<file path="config.mk">
export PLATFORM = sky130hd
export DESIGN_NAME = cache_control_nway
export DESIGN_NICKNAME = d
export VERILOG_FILES = /design/src/rtl/cache_control_nway.sv
export SDC_FILE = /design/constraint.sdc
export NUM_CORES = 1
export LEC_CHECK = 0
export CORE_AREA = 5 5 107 184
export CTS_BUF_LIST = sky130_fd_sc_hd__clkbuf_4 sky130_fd_sc_hd__clkbuf_8
export DETAILED_ROUTE_END_ITERATION = 12
export DIE_AREA = 0 0 112 189
export PLACE_DENSITY = 0.65
export SETUP_SLACK_MARGIN = 0.05
export SYNTH_ARGS = -nofsm -noshare
export SYNTH_HDL_FRONTEND = slang
export SYNTH_SLANG_ARGS = --single-unit
</file>
<file path="constraint.sdc">
create_clock -name clk -period 4.8 [get_ports clk]
set_input_delay 0.96 -clock clk [delete_from_list [all_inputs] [get_ports clk]]
set_output_delay 0.96 -clock clk [all_outputs]
set_load 0.005 [all_outputs]
</file>
<file path="src/rtl/cache_control_nway.sv">
// N-way set-associative write-back / write-allocate cache controller with tree-PLRU replacement.
// Defining CACHE_PERF_CTR_EN adds the hit_count / miss_count performance counters.
module cache_control_nway #(
   parameter int WAYS      = 2,
   parameter int SETS_LOG2 = 3,
   parameter int TAG_W     = 9
) (
   input  logic                 clk,
   input  logic                 rst,
   input  logic                 mem_read,
   input  logic                 mem_write,
   input  logic [TAG_W-1:0]     mem_tag,
   input  logic [SETS_LOG2-1:0] mem_set,
   output logic                 mem_resp,
   output logic [WAYS-1:0]      way_sel,
   output logic                 data_write,
   output logic                 data_src_sel,
   output logic                 pmem_read,
   output logic                 pmem_write,
   output logic                 pmem_addr_sel,
   output logic [TAG_W-1:0]     wb_tag,
`ifdef CACHE_PERF_CTR_EN
   input  logic                 pmem_resp,
   output logic [31:0]          hit_count,
   output logic [31:0]          miss_count
`else
   input  logic                 pmem_resp
`endif
);

   localparam int WAY_W = $clog2(WAYS);
   localparam int SETS  = 1 << SETS_LOG2;

   typedef enum logic [1:0] {
      IDLE,
      WRITEBACK,
      FILL
   } state_t;

   state_t state_q, state_d;

   logic [WAYS-1:0]  valid_q [SETS];
   logic [WAYS-1:0]  dirty_q [SETS];
   logic [WAYS-2:0]  plru_q  [SETS];
   logic [TAG_W-1:0] tag_q   [SETS][WAYS];

   logic [WAY_W-1:0] victim_q;
   logic [TAG_W-1:0] wb_tag_q;

   logic             req;
   logic [WAYS-1:0]  hitVec;
   logic             hit;
   logic [WAY_W-1:0] hitWay;
   logic             freeAny;
   logic [WAY_W-1:0] freeWay;
   logic [WAY_W-1:0] victimSel;
   logic             idleHit;
   logic             idleMiss;

   // Nodes are heap-ordered: node n has children 2n+1 (lower half) and 2n+2 (upper half).
   function automatic logic [WAY_W-1:0] plruVictim(input logic [WAYS-2:0] bits);
      logic [WAY_W-1:0] v;
      int               node;
      v    = '0;
      node = 0;
      for (int l = 0; l < WAY_W; l++) begin
         v[WAY_W-1-l] = bits[node];
         node         = 2 * node + (bits[node] ? 2 : 1);
      end
      return v;
   endfunction

   function automatic logic [WAYS-2:0] plruUpdate(input logic [WAYS-2:0] bits,
                                                  input logic [WAY_W-1:0] way);
      logic [WAYS-2:0] r;
      logic            d;
      int              node;
      r    = bits;
      node = 0;
      for (int l = 0; l < WAY_W; l++) begin
         d       = way[WAY_W-1-l];
         r[node] = ~d;
         node    = 2 * node + (d ? 2 : 1);
      end
      return r;
   endfunction

   function automatic logic [WAYS-1:0] oneHot(input logic [WAY_W-1:0] w);
      logic [WAYS-1:0] r;
      r    = '0;
      r[w] = 1'b1;
      return r;
   endfunction

   assign req = mem_read | mem_write;

   always_comb begin
      hitVec = '0;
      for (int w = 0; w < WAYS; w++) begin
         hitVec[w] = valid_q[mem_set][w] && (tag_q[mem_set][w] == mem_tag);
      end
   end

   assign hit = |hitVec;

   // Scanning downwards leaves the lowest-index candidate in both encoders.
   always_comb begin
      hitWay  = '0;
      freeAny = 1'b0;
      freeWay = '0;
      for (int w = WAYS - 1; w >= 0; w--) begin
         if (hitVec[w]) begin
            hitWay = WAY_W'(w);
         end
         if (!valid_q[mem_set][w]) begin
            freeAny = 1'b1;
            freeWay = WAY_W'(w);
         end
      end
   end

   assign victimSel = freeAny ? freeWay : plruVictim(plru_q[mem_set]);
   assign idleHit   = (state_q == IDLE) && req && hit;
   assign idleMiss  = (state_q == IDLE) && req && !hit;

   always_ff @(posedge clk) begin
      if (rst) begin
         state_q <= IDLE;
      end else begin
         state_q <= state_d;
      end
   end

   // Outputs are forced quiet while reset is held so an abandoned miss never leaks a pmem request.
   always_comb begin
      state_d       = state_q;
      mem_resp      = 1'b0;
      way_sel       = '0;
      data_write    = 1'b0;
      data_src_sel  = 1'b0;
      pmem_read     = 1'b0;
      pmem_write    = 1'b0;
      pmem_addr_sel = 1'b0;
      case (state_q)
         IDLE: begin
            if (req && hit) begin
               mem_resp = 1'b1;
               way_sel  = oneHot(hitWay);
               if (mem_write) begin
                  data_write   = 1'b1;
                  data_src_sel = 1'b1;
               end
            end else if (req) begin
               if (valid_q[mem_set][victimSel] && dirty_q[mem_set][victimSel]) begin
                  state_d = WRITEBACK;
               end else begin
                  state_d = FILL;
               end
            end
         end
         WRITEBACK: begin
            pmem_write    = 1'b1;
            pmem_addr_sel = 1'b1;
            way_sel       = oneHot(victim_q);
            if (pmem_resp) begin
               state_d = FILL;
            end
         end
         FILL: begin
            pmem_read = 1'b1;
            way_sel   = oneHot(victim_q);
            if (pmem_resp) begin
               data_write = 1'b1;
               state_d    = IDLE;
            end
         end
         default: begin
            state_d = IDLE;
         end
      endcase
      if (rst) begin
         state_d       = IDLE;
         mem_resp      = 1'b0;
         way_sel       = '0;
         data_write    = 1'b0;
         data_src_sel  = 1'b0;
         pmem_read     = 1'b0;
         pmem_write    = 1'b0;
         pmem_addr_sel = 1'b0;
      end
   end

   always_ff @(posedge clk) begin
      if (rst) begin
         victim_q <= '0;
         wb_tag_q <= '0;
         for (int s = 0; s < SETS; s++) begin
            valid_q[s] <= '0;
            dirty_q[s] <= '0;
            plru_q[s]  <= '0;
         end
      end else begin
         if (idleHit) begin
            plru_q[mem_set] <= plruUpdate(plru_q[mem_set], hitWay);
            if (mem_write) begin
               dirty_q[mem_set][hitWay] <= 1'b1;
            end
         end
         if (idleMiss) begin
            victim_q <= victimSel;
            wb_tag_q <= tag_q[mem_set][victimSel];
         end
         if (state_q == WRITEBACK && pmem_resp) begin
            dirty_q[mem_set][victim_q] <= 1'b0;
         end
         if (state_q == FILL && pmem_resp) begin
            valid_q[mem_set][victim_q] <= 1'b1;
            dirty_q[mem_set][victim_q] <= 1'b0;
         end
      end
   end

   // Tags need no reset: a way's tag is only trusted once its valid bit is set.
   always_ff @(posedge clk) begin
      if (!rst && state_q == FILL && pmem_resp) begin
         tag_q[mem_set][victim_q] <= mem_tag;
      end
   end

   assign wb_tag = wb_tag_q;

`ifdef CACHE_PERF_CTR_EN
   logic [31:0] hit_count_q;
   logic [31:0] miss_count_q;

   always_ff @(posedge clk) begin
      if (rst) begin
         hit_count_q  <= '0;
         miss_count_q <= '0;
      end else begin
         if (idleHit) begin
            hit_count_q <= hit_count_q + 32'd1;
         end
         if (idleMiss) begin
            miss_count_q <= miss_count_q + 32'd1;
         end
      end
   end

   assign hit_count  = hit_count_q;
   assign miss_count = miss_count_q;
`endif

endmodule

</file>
-- Word-level counts from Yosys, hierarchy flattened
Memories as Yosys holds them, arrays and structs flattened.
Index checks and enable logic that the tools add are counted.
W data, S select, Z words.
- register bits: 12
- bits in latches: 0
- bits in writable memories: 184
- ROM bits: 0
- input bits: 17
- output and inout port bits: 17
- logic and storage cells: 125
- memories kept: 4
- memory list (memory ; depth ; width ; rd ports ; clocked after Yosys merged registers in ; write ports ; line ; text):
    tag_q ; 8 ; 18 ; 1 ; 0 ; 1 ; 45 ; logic [TAG_W-1:0] tag_q [SETS][WAYS];
    dirty_q ; 8 ; 2 ; 1 ; 0 ; 8 ; 43 ; logic [WAYS-1:0] dirty_q [SETS];
    valid_q ; 8 ; 2 ; 1 ; 0 ; 8 ; 42 ; logic [WAYS-1:0] valid_q [SETS];
    plru_q ; 8 ; 1 ; 1 ; 0 ; 8 ; 44 ; logic [WAYS-2:0] plru_q [SETS];
- $add $sub $neg: 0
- multiply operators: 0
- divide/modulo/power cells: 0
- $lt $le $gt $ge: 8
- equality and inequality tests: 8
- shift-type cells: 0
- muxes and demuxes: 71
- bitwise gates (word level): 8
- reduce and logical (&&, ||, !) cells: 23
- operators with widths (cell ; count):
    $mux W1 ; 43
    $mux W9 ; 4
    $mux W2 ; 14
    $eq A9 B9 Y1 ; 2
    $mux W18 ; 1
    $logic_and A1 B1 Y1 ; 14
    $demux W9 S1 ; 1
    $mux W3 ; 3
    $ne A2 B2 Y1 const B ; 4
    $reduce_or A2 Y1 ; 4
    $lt A1 B2 Y1 const B ; 3
    $pmux W2 S3 ; 1
    $or A1 B1 Y1 ; 5
    $ge A2 B2 Y1 const B ; 2
    $not A1 Y2 ; 2
    $pmux W2 S2 ; 1
    $reduce_and A4 Y1 ; 1
    $demux W1 S1 ; 2
    $eq A2 B1 Y1 const B ; 1
    $eq A2 B2 Y1 const B ; 1
    $ge A1 B1 Y1 const B ; 2
    $logic_not A1 Y1 ; 2
    $logic_not A2 Y1 ; 1
    $lt A2 B1 Y1 const B ; 1
    other kinds (3) ; 3

-- Longest topological paths before layout
An unclocked memory read counts as a cell.
- depth after elaboration: 14
- gate-level depth with buffers: 13
- depth with buffers taken out: 8

-- Worst setup path before layout
Ideal clock, no wire load.
- path kind: input -> output
- start point: in mem_set[0]
- end point: out way_sel[0]
- arrival time: 3.263 ns
- slack: 0.577 ns
- stages on the path: 13
- path through: buf_4 -> buf_6 -> buf_2 -> mux2i_1 -> o2bb2ai_1 -> o31a_1 -> nor3_1 -> nand4_1 -> nor3_4 -> buf_6 -> buf_6 -> a21oi_1 -> nor3_1
- longest elaborated chain between the ends: 12
- elaborated cells on any way between the ends: 18
- ends and longest elaborated chain (what ; line ; text):
    start, declared ; 13 ; input logic [SETS_LOG2-1:0] mem_set,
    $mem_v2 Z8 W18 ; -- ;
    $eq A9 B9 Y1 ; 100 ; hitVec[w] = valid_q[mem_set][w] && (tag_q[mem_set][w] == mem_tag);
    $logic_and A1 B1 Y1 ; 100 ;
    $mux W1 (2 in a row) ; 112 ; if (hitVec[w]) begin
    $lt A1 B2 Y1 (not written as such) or $ge A1 B1 Y1 (tied branches) ; 91 ; r[w] = 1'b1;
    $logic_and A1 B1 Y1 (not written as such) ; 91 ;
    $mux W1 (not written as such) ; 91 ;
    $demux W1 S1 ; 91 ;
    $mux W2 * ; 146 ; if (req && hit) begin
    $pmux W2 S2 * ; 144 ; case (state_q)
    $mux W2 * ; 181 ; if (rst) begin
    end, declared ; 15 ; output logic [WAYS-1:0] way_sel,
Mark *: on every way between the ends. The rest lies on a longest branch, timed or not.

-- Worst setup path after layout
- start point: in mem_set[1]
- end point: out data_write
- longest elaborated chain between the ends: 8
- elaborated cells on any way between the ends: 11
- ends and longest elaborated chain (what ; line ; text):
    $mem_v2 Z8 W18 ; -- ;
    $eq A9 B9 Y1 ; 100 ;
    $logic_and A1 B1 Y1 ; 100 ;
    $reduce_or A2 Y1 * ; 104 ; assign hit = |hitVec;
    $logic_and A1 B1 Y1 * ; 146 ;
    $mux W1 * ; 146 ;
    $pmux W1 S2 * ; 144 ;
    $mux W1 * ; 181 ;
    end, declared ; 16 ; output logic data_write,
Marks and branches as above.

==> flow_summary.yaml <==
finish:
  syn2layout_area_growth_pct: 19.0
  drive_gt1_share_pct: 27.2
  final_util_pct: 56.9
  num_antenna_cells: 0
  layout.nets: 693
  final_area_um2: 10200
placed_design:
  place_area_um2: 9610
  gp_congestion: 0.882
  hpwl_um: 14700
  port_buffers: 33
detailed_routing:
  drtPass1Iterations: 5
  drc: 0
  ant_nets: 0
  viasPerCell: 5.81
  wire_per_inst_um: 23.4
  first_iter_violations: 365
  wirelength_um: 21500
  num_vias: 5336
clock_tree:
  htree_num_levels: 4
  clock_sinks: 196
  cts_buffer_depth: 2
  clk_latency_ns: 0.48
  cts_tree: "done"
  cts_made_buffers: 17
  root_buffer: "clkbuf_8"
  clk_pin_slew_worst_paths_ns: 0.11
critical_path:
  endpoint_kind: "output pin"
  worst-path-buf-inv: 4
  crit_required_ns: 3.84
  reg2regPathDepth: 10
  cpLargestDelayFamily: "buffers and inverters"
  cp-start-kind: "primary input"
  crit_cells: 11
  crit_fanout: 6
  cp_cell_sequence: "clkbuf_4 -> buf_12 -> buf_4 -> mux4_2 -> mux2i_1 -> xor2_1 -> nand3_1 -> nor4_4 -> o21ai_2 -> o21ai_1 -> clkdlybuf4s50_1"
  cpPeakStageDelay_ns: 0.52
  cp_slowest_cell: "clkdlybuf4s50_1"
  criticalPathCategory: "in -> out"
  arrival_ns: 3.65
power:
  p_switching_mw: 0.842
  irDropWorstVdd_mv: 0.172
  leakage_nw: 3.73
  powerDensity_nw_per_um2: 318
  combPwrFrac_pct: 10.5
  seqPwrFrac_pct: 57.5
  power.internal_mw: 2.41
  clockPowerShare_pct: 32.0
  swShare_pct: 25.8
worst_hold_path:
  holdPathStages: 1
  hold_path_class: "reg -> reg"
die:
  die_y_um: 189
  die_area_um2: 21200
  die_x_um: 112
  rows: 65
  io_pins: 34
  fp.coreArea_um2: 18000
  initial_core_util_pct: 47.8
grt:
  gr-total-overflow: 0
  grt_pass1_vias: 5440
  grt_usage_pct: 20.3
  grt_max_degree: 43
  grt_pass1_wl_um: 31800
  antenna_found_initial: 0
sta:
  final.period_utilization_pct: 96.1
  setup_viol: 0
  fmax_ghz: 0.217
  final_hold_viol_count: 0
  drv_slew: 0
  finalClockSkew_ns: 0.0218
  timing.hold.ws_ns: 0.463
  rsz0062_at_grt: "true"
  post-route-min-period_ns: 4.61
  worst_pin_slew_ns: 1.07
  slew_headroom_pct: 28.2
synth:
  ys_top_cells_by_area: "edfxtp_1, mux4_2, dfxtp_1"
  synthDominantCellAreaShare_pct: 58.7
  synth_warnings: 0
  ys_seq_area_share_pct: 65.2
  synth_top_cell_by_area: "edfxtp_1"
  synthDistinctLibCells: 63
  postSynthCellCount: 575
  syn_area_um2: 8590
  synth-async-reset-ratio_pct: 0
  synth_common_cells: "edfxtp_1, nor2_1, mux2i_1"
  synth_most_common_cell: "edfxtp_1"
  synth_edf_count: 168
  ys_seq_elements: 196
  synth_top_flop_cell: "edfxtp_1"
  syn_nets: 596
  syn_avg_cell_area_um2: 14.9
job:
  drv_cap: 0
status:
  status: "complete, no violations"
-- placed cells by master, fill, tap and decap left out, types with 4 or more instances in the layout --
cell type / count
clkdlybuf4s50_1: 28
o31ai_1: 10
clkbuf_8: 17
ha_1: 4
buf_4: 74
o21ai_1: 18
a22oi_1: 6
nand2_1: 28
mux2i_1: 28
nor3_2: 9
nor2_1: 44
mux4_2: 26
nor2b_1: 9
a21oi_1: 16
edfxtp_1: 168
inv_8: 6
dfxtp_1: 28
a31oi_1: 4
and2_1: 4
nand3b_1: 4
a21boi_1: 8
inv_1: 7
or4_1: 10
buf_12: 5
xor2_1: 15
mux2_2: 5
nor3_1: 5
a21o_1: 16
-- per-layer routing --
| layer | up-vias | global-route usage [%] | share of wire, % |
|---|---|---|---|
| li1 | 2428 | - | - |
| met1 | 2704 | 21.9 | 36 |
| met2 | 166 | 38.3 | 56 |
| met3 | 38 | 3.45 | 4.3 |
| met4 | 0 | 8.84 | 3.7 |
| met5 | - | 0 | 0 |
-- metrics by stage --
step / std cells / setup TNS (ns) / setup WS [ns] / total power, mW
floorplan: 575 / 0 / 0.577 / 2.09
global placement: 880 / -0.497 / -0.189 / 2.22
detailed placement: 880 / -0.702 / -0.220 / 2.23
CTS: 913 / 0 / 0.0601 / 3.26
global route: 919 / 0 / 0.00734 / 3.37
finish: 919 / 0 / 0.185 / 3.26
-- sequential cells by signal, indices dropped and copies added, names as in the netlist --
| signal | flops |
|---|---|
| dirty_q | 16 |
| plru_q | 8 |
| state_q | 2 |
| tag_q | 144 |
| valid_q | 16 |
| victim_q | 1 |
| wb_tag | 9 |
-- kinds of logic after synthesis --
kind of cell               count (synthesis)  share of synthesized area [%]
DFF                                      196                           65.2
and+or+nand+nor                          133                           8.33
muxes                                     68                           12.3
adders and majority gates                  4                          0.582
xor gates and xnor gates                  18                           1.83
buffers and inverters                     45                           2.96
AOI/OAI and AO/OA                        111                           8.79
-- repair_timing --
item	4_1_cts	5_1_grt
endpoints found under the setup margin	5	5
cloned	1	2
resized for setup	6	26
setup buffers	0	4
hold buffers	0	0
pin swaps	1	8
-- final timing paths --
path	slack, ns	start	end
setup / recovery	0.19	mem_set[1]	data_write
hold / removal	0.46	valid_q[5][0]$_DFF_P_	valid_q[5][0]$_DFF_P_
setup reg to reg	1.70	tag_q[1][15]$_DFFE_PP_	dirty_q[3][0]$_SDFFCE_PN0P_
hold reg to reg	0.46	valid_q[5][0]$_DFF_P_	valid_q[5][0]$_DFF_P_
-- cell type report --
cell class              count  area, um^2
multi-input cells         334        2840
repair buffers            116        1070
inverters                   7        26.3
clock inverters            15         156
flip-flops and latches    196        5610
well taps                 234         293
clock buffers              17         234
fillers                  1412        7750
-- power by group through the flow --
stage / registers, mW / clock network (mW) / logic [mW]
2_1_floorplan: 1.91 / 0 / 0.176
3_3_place_gp: 1.91 / 0 / 0.313
3_5_place_dp: 1.91 / 0 / 0.318
4_1_cts: 1.87 / 1.06 / 0.325
5_1_grt: 1.88 / 1.13 / 0.366
6_report: 1.87 / 1.04 / 0.343
Power figures use the tool's default switching activity.
